`src/rtl/elastic_pkg.sv`:
```
// Shared helpers for the elastic FIFO family: storage/occupancy widths and the handshake fire term.
package elastic_pkg;

    function automatic int ptr_width(input int depth);
        return (depth < 2) ? 1 : $clog2(depth);
    endfunction

    function automatic int count_width(input int depth);
        return $clog2(depth + 1);
    endfunction

    function automatic logic hs_fire(input logic valid, input logic ready);
        return valid & ready;
    endfunction

endpackage

```
`src/rtl/elastic_ptr_wrap.sv`:
```
// Modulo-DEPTH pointer: advances on en, wraps to 0 after DEPTH-1, cleared by flush.
module elastic_ptr_wrap #(
    parameter int DEPTH = 8,
    parameter int PW    = 3
) (
    input  logic          clk,
    input  logic          rst,
    input  logic          flush,
    input  logic          en,
    output logic [PW-1:0] ptr
);

    logic [PW-1:0] ptr_next;

    // Explicit compare keeps non-power-of-two depths exact without a modulo.
    assign ptr_next = (ptr == PW'(DEPTH - 1)) ? '0 : ptr + PW'(1);

    always_ff @(posedge clk or posedge rst) begin
        if (rst) begin
            ptr <= '0;
        end else if (flush) begin
            ptr <= '0;
        end else if (en) begin
            ptr <= ptr_next;
        end
    end

endmodule

```
`src/rtl/elastic_fifo_counted.sv`:
```
// Valid/ready FIFO with arbitrary depth, occupancy count, registered almost flags and flush.
// Optional zero-latency bypass on an empty FIFO when FIFO_BYPASS_EN is defined.
module elastic_fifo_counted
    import elastic_pkg::*;
#(
    parameter int DATA_WIDTH = 32,
    parameter int FIFO_DEPTH = 8,
    parameter int AF_THRESH  = FIFO_DEPTH - 1,
    parameter int AE_THRESH  = 1
) (
    input  logic                                 clk,
    input  logic                                 rst,
    input  logic                                 flush,
    input  logic [DATA_WIDTH-1:0]                data_in,
    input  logic                                 valid_in,
    output logic                                 ready_in,
    output logic [DATA_WIDTH-1:0]                data_out,
    output logic                                 valid_out,
    input  logic                                 ready_out,
    output logic [count_width(FIFO_DEPTH)-1:0]   count,
    output logic                                 almost_full,
    output logic                                 almost_empty
);

    localparam int PW = ptr_width(FIFO_DEPTH);
    localparam int CW = count_width(FIFO_DEPTH);

    logic [DATA_WIDTH-1:0] mem [FIFO_DEPTH];
    logic [PW-1:0]         head;
    logic [PW-1:0]         tail;
    logic [CW-1:0]         count_q;
    logic [CW-1:0]         count_next;
    logic                  not_empty;
    logic                  full;
    logic                  bypass;
    logic                  wr_en;
    logic                  rd_en;
    logic                  push;
    logic                  pop;

    assign not_empty = (count_q != '0);
    assign full      = (count_q == CW'(FIFO_DEPTH));

`ifdef FIFO_BYPASS_EN
    assign bypass    = ~not_empty & valid_in & ready_out & ~flush;
    assign valid_out = (not_empty & ~flush) | bypass;
    assign data_out  = bypass ? data_in : mem[head];
`else
    assign bypass    = 1'b0;
    assign valid_out = not_empty & ~flush;
    assign data_out  = mem[head];
`endif

    // A full FIFO still accepts when the consumer drains the head this cycle.
    assign ready_in = ~flush & (~full | ready_out);
    assign wr_en    = hs_fire(valid_in, ready_in);
    assign rd_en    = hs_fire(valid_out, ready_out);

    // A bypassed word handshakes on both sides but never touches storage.
    assign push = wr_en & ~bypass;
    assign pop  = rd_en & ~bypass;

    always_comb begin
        count_next = count_q;
        if (flush) begin
            count_next = '0;
        end else if (push && !pop) begin
            count_next = count_q + CW'(1);
        end else if (pop && !push) begin
            count_next = count_q - CW'(1);
        end
    end

    always_ff @(posedge clk or posedge rst) begin
        if (rst) begin
            count_q      <= '0;
            almost_full  <= 1'b0;
            almost_empty <= 1'b1;
        end else begin
            count_q      <= count_next;
            almost_full  <= (count_next >= CW'(AF_THRESH));
            almost_empty <= (count_next <= CW'(AE_THRESH));
        end
    end

    always_ff @(posedge clk) begin
        if (push) begin
            mem[tail] <= data_in;
        end
    end

    assign count = count_q;

    elastic_ptr_wrap #(
        .DEPTH (FIFO_DEPTH),
        .PW    (PW)
    ) u_head (
        .clk   (clk),
        .rst   (rst),
        .flush (flush),
        .en    (pop),
        .ptr   (head)
    );

    elastic_ptr_wrap #(
        .DEPTH (FIFO_DEPTH),
        .PW    (PW)
    ) u_tail (
        .clk   (clk),
        .rst   (rst),
        .flush (flush),
        .en    (push),
        .ptr   (tail)
    );

endmodule

```
`config.mk`:
```
export PLATFORM = sky130hd
export DESIGN_NAME = elastic_fifo_counted
export DESIGN_NICKNAME = d
export VERILOG_FILES = /design/src/rtl/elastic_pkg.sv /design/src/rtl/elastic_ptr_wrap.sv /design/src/rtl/elastic_fifo_counted.sv
export SDC_FILE = /design/constraint.sdc
export NUM_CORES = 1
export LEC_CHECK = 0
export CORE_MARGIN = 2
export CORE_UTILIZATION = 58
export CTS_CLUSTER_DIAMETER = 40
export DETAILED_ROUTE_END_ITERATION = 8
export GPL_ROUTABILITY_DRIVEN = 0
export PLACE_DENSITY = 0.79
export SKIP_LAST_GASP = 1
export SYNTH_ARGS = -nofsm -noshare
export SYNTH_HDL_FRONTEND = slang
export SYNTH_SLANG_ARGS = --single-unit
```
`constraint.sdc`:
```
create_clock -name clk -period 5.7 [get_ports clk]
set_clock_uncertainty 0.05 [all_clocks]
set_input_delay 1.71 -clock clk [delete_from_list [all_inputs] [get_ports clk]]
set_output_delay 1.71 -clock clk [all_outputs]
set_load 0.05 [all_outputs]
```
* After elaboration in Yosys (flattened, before gate mapping)
Memories as Yosys holds them, arrays and structs flattened.
Index checks and enable logic that the tools add are counted.
** Storage, ports and cells
- Memories :: 1
- Input port bits :: 37
- Memory bits (writable) :: 256
- Output and inout bits :: 40
- Bits in registers :: 12
** Cells by class
- Bitwise operators :: 7
- Reduce and logical (&&, ||, !) cells :: 7
- Equal/unequal tests :: 3
- Add/subtract/negate cells :: 4
- Mux-type cells :: 11
- Magnitude comparators :: 2
** Memory list
- mem :: words 8, bits a word 32, read ports 1, clocked after memory_dff 0, write ports 1, RTL line elastic_fifo_counted.sv:28 : logic [DATA_WIDTH-1:0] mem [FIFO_DEPTH];
** Operator list (count)
- $mux W3 :: 6
- $mux W4 :: 3
- $add A3 B1 Y3 const B :: 2
- $eq A3 B3 Y1 const B :: 2
- $add A4 B1 Y4 const B :: 1
- $and A1 B1 Y1 :: 4
- $eq A4 B4 Y1 const B :: 1
- $ge A4 B3 Y1 const B :: 1
- $le A4 B1 Y1 const B :: 1
- $reduce_bool A2 Y1 :: 2
- $reduce_bool A4 Y1 :: 1
- $sub A4 B1 Y4 const B :: 1
- $logic_and A1 B1 Y1 :: 2
- $logic_not A1 Y1 :: 2
- $mux W1 :: 2
- $not A1 Y1 :: 2
- $or A1 B1 Y1 :: 1

* Longest topological paths before layout
- Depth in word-level cells :: 11
- Depth in mapped cells :: 8
- Depth with buffers taken out :: 7

* By module
From an unflattened synthesis, not the netlist that was laid out.
** Second synthesis, totals
- Cell total of the unflattened synthesis :: 456
- Area, all modules :: 10563.9 um^2
** By module, submodules not included
- elastic_fifo_counted :: instances 1, seq. area each 7838.8 um^2, area each 10253.6 um^2, cells an instance 430
- elastic_ptr_wrap :: instances 2, seq. area each 75.1 um^2, area each 155.1 um^2, cells an instance 13

* Worst setup path after synthesis
Ideal clock, no wire load.
- Kind :: input to register
- Start :: input port flush
- End :: memory mem[0][0], enable pin
- Path buffers :: 2
- Cell stages on the path :: 5
- Setup time :: 0.501 ns
- Setup slack :: -0.351 ns
- Data arrival time :: 5.500 ns
- Path through :: buf_2 -> nand2b_1 -> or2_1 -> buf_6 -> nor4_1
** On the way
- Word-level cells in the longest chain between the ends :: 5
** RTL lines
- start: declaration :: RTL line elastic_fifo_counted.sv:13 : input logic flush,
- $not A1 Y1 :: RTL line elastic_fifo_counted.sv:55 : assign ready_in = ~flush & (~full | ready_out);
- $and A1 B1 Y1 :: RTL line elastic_fifo_counted.sv:55
- $and A1 B1 Y1 :: RTL line elastic_pkg.sv:13 : return valid & ready;
- $mux W1 :: RTL line elastic_fifo_counted.sv:87 : if (push) begin
- $mux W1 (implied by the code) :: RTL line elastic_fifo_counted.sv:88 : mem[tail] <= data_in;
- end: declaration :: RTL line elastic_fifo_counted.sv:28
Every way passes these cells.

* Worst setup path after layout
- Start :: input port ready_out
- End :: output port ready_in
** On the way
- Word-level cells in the longest chain between the ends :: 2
** RTL lines
- start: declaration :: RTL line elastic_fifo_counted.sv:19 : input logic ready_out,
- $or A1 B1 Y1 :: RTL line elastic_fifo_counted.sv:55
- $and A1 B1 Y1 :: RTL line elastic_fifo_counted.sv:55
- end: declaration :: RTL line elastic_fifo_counted.sv:16 : output logic ready_in,
Every way passes these cells.

==> flow_summary.toml <==
[status]
status = "completed"

[yosys]
ys_top_cells_by_area = "edfxtp_1 74%, mux4_2 14%, mux2_2 3.5%, dfrtp_1 2.6%, ha_1 0.84%"
muxShareOfSynthArea = 0.175
synth_compound_area_frac = 0.0101
synthAdderAreaFrac = 0.00840
synthSimpleGateAreaFrac = 0.0264
syn_avg_cell_area_um2 = 22.3
synth_edf_count = 256
synth_top_area_share = 0.737
yosysTopAreaCell = "edfxtp_1"
synth_top_family_by_area = "multiplexers"
async_flop_share = 0.0448
ys_warn_count = 0
ys.flop_type = "edfxtp_1"
ys_top_cells_by_count = "256 x edfxtp_1, 64 x mux4_2, 32 x mux2_2"
netlist_instances = 468
yosys.cell_count.top_type = "edfxtp_1"
ys_types = 37
synthXorXnorAreaFrac = 0.000840
syn_nets = 512
syn_area_um2 = 10400
seq_area_frac_synth = 0.766
synth_seq_cells = 268

[worst_setup_path]
r2r.worst_path.cells = 7
path_delay_family = "buffers and inverters"
critPathCapture = "ready_in"
rr_startpoint = "count[0]"
crit_path_end_kind = "output port"
cp_max_fo = 5
cp_num_buf_inv = 2
cp-startpoint = "ready_out"
path_common_cell = "clkdlybuf4s50_1"
critical_path_arrival_ns = 3.44
cp.depth = 4
crit_type = "in2out"
path_cells = "clkdlybuf4s50_1 > and4bb_1 > nor2_1 > clkdlybuf4s50_1"
r2r_slack_ns = 2.54
worst_setup_path_start_kind = "input port"
critPathMaxStageDelay_ns = 0.81
r2r_end = "mem[5][31]"
cpMaxStageDelayCell = "clkdlybuf4s50_1"
worstPathRequired_ns = 3.94

[floorplan]
core_area_um2 = 17800
pin_count = 77
die_h_um = 138
start_util = 0.587
rows = 49
die_w_um = 138
dieArea_um2 = 19100

[finish]
syn2layout_area_growth_pct = 21.0
nets = 615
instances_no_fill = 823
antennaDiodeCount = 0
final_layout_size_suffix_gt1_frac = 0.298

[clock_tree]
clock-sinks = 268
clkTransAtPathRegs_ns = 0.06
ctsHoldBuffers = 0
insertion_delay_ns = 0.54
cts_htree_levels = 1
root_buffer = "clkbuf_16"
cts_made_buffers = 31
cts_tree = "yes"
post_cts_buffers = 0
cts-resized-gates = 0
clock_path_buffers = 3

[timing]
rsz0062_at_grt = "no"
hold_viol_final = 0
tns_ns = 0
slew-limit-headroom = 0.331
setup_viol = 0
min_period_ns = 5.20
worst_slew_pin_slew_ns = 1.00
layout_setup_ws_ns = 0.499
final_max_slew_viol_count = 0
finalCritPeriodShare = 0.912
max_clock_freq_mhz = 192

[grt]
grt_use_total = 0.217
grt_pass1_wl_um = 31700
grt_max_degree = 51
grt.overflow.total = 0
antenna_found_initial = 0
grt_pass1_vias = 5418

[drt]
routed_wl_um = 20200
drt_pass1_iterations = 4
antenna_left = 0
drcViolationCount = 0
num_vias = 4934
drt_iter0_drc = 378
post_drt_wl_per_cell_um = 24.6
avgViaCountPerCell = 6.00

[min_path]
hold_class = "reg2reg"

[placed_design]
place_inst = 767
dp_worst_setup_slack_ns = 0.503
dp_hpwl_um = 10700
io_buffers = 76

[power]
powerDensity_nw_per_um2 = 438
p_leak_uw = 0.00406
ir_worst_vdd_uv = 285

[run]
max_cap_viol_count = 0
## metal layers
layer / vias to the layer above / share of wire / GRT usage
li1: 2158 / - / -
met1: 2547 / 0.40 / 0.294
met2: 201 / 0.52 / 0.372
met3: 28 / 0.064 / 0.0357
met4: 0 / 0.016 / 0.0650
met5: - / 0 / 0
## flip-flops by register name, summed over array words and instances (netlist names)
| name | count |
|---|---|
| u_head.ptr | 3 |
| count | 4 |
| u_tail.ptr | 3 |
| almost_empty | 1 |
| almost_full | 1 |
| mem | 256 |
## kinds of logic after synthesis
family / after synthesis
flip-flops: 268
multiplexers: 98
AND/OR/NAND/NOR: 53
buffers and inverters: 26
AO/OA/AOI/OAI: 15
adder cells (fa/ha/maj): 7
XOR/XNOR: 1
## power by group
| part | internal [µW] | leakage [µW] | switching (µW) |
|---|---|---|---|
| combinational | 547 | 0.00108 | 671 |
| sequential | 2200 | 0.00247 | 91.7 |
| clock | 1230 | 0.000512 | 777 |
| total | 3980 | 0.00406 | 1540 |
## per-stage QoR
stage,util,hold WS [ns],instance area (µm²),total power [µW]
6_report,0.710,0.628,12600,5520
5_1_grt,0.710,0.654,12600,5710
4_1_cts,0.710,0.631,12600,5560
3_5_place_dp,0.651,0.620,11600,3560
3_3_place_gp,0.651,0.592,11600,3530
2_1_floorplan,-,0.529,10400,3220
## how the worst min path moves through the flow
| stage | from | end | slack, ns | depth (start not counted) |
|---|---|---|---|---|
| finish | u_tail.ptr[1] | u_tail.ptr[1] | 0.63 | 2 |
| global route | u_tail.ptr[1] | u_tail.ptr[1] | 0.65 | 2 |
| CTS | u_tail.ptr[1] | u_tail.ptr[1] | 0.63 | 2 |
| detailed placement | u_tail.ptr[1] | u_tail.ptr[1] | 0.62 | 2 |
| global placement | u_tail.ptr[1] | u_tail.ptr[1] | 0.59 | 2 |
| floorplan | u_tail.ptr[1] | u_tail.ptr[1] | 0.53 | 2 |
## layout by cell type (no fill, tap or decap), drive strengths merged
master	netlist	final
and4bb	1	1
clkbuf	6	33
a311oi	1	1
clkinv	0	11
o311a	1	1
bufinv	0	5
and3	1	1
nor3b	1	1
nor3	9	9
clkinvlp	0	2
edfxtp	256	256
nor2	14	14
nand2b	4	4
a21oi	8	8
nor2b	3	3
o31ai	1	1
a211oi	1	1
clkdlybuf4s50	0	76
and3b	1	1
buf	15	15
or2	1	1
inv	5	10
xnor2	1	1
nand3b	2	2
nand2	13	13
dfrtp	11	11
o21ai	2	2
mux4	64	64
ha	7	7
nor4	3	3
mux2	32	32
mux2i	2	2
dfstp	1	1
a32oi	1	1
## cell type report
class / count / area [µm²]
clock buffer: 33 / 783
fill: 1030 / 5150
clock inverter: 23 / 275
multi-input combinational: 174 / 2360
timing repair buffer: 91 / 911
sequential: 268 / 8000
inverter: 5 / 18.8
tap: 229 / 287
## worst reg2reg max path, stage by stage, from the launching register on
cell and delay, ns:
dfrtp_1 0.45, inv_1 0.14, ha_1 0.25, and4bb_1 0.22
nor2_1 0.41, nand2_1 0.35, nor2_4 0.45, buf_4 0.47
No activity file was read; power rests on OpenSTA's default activity.
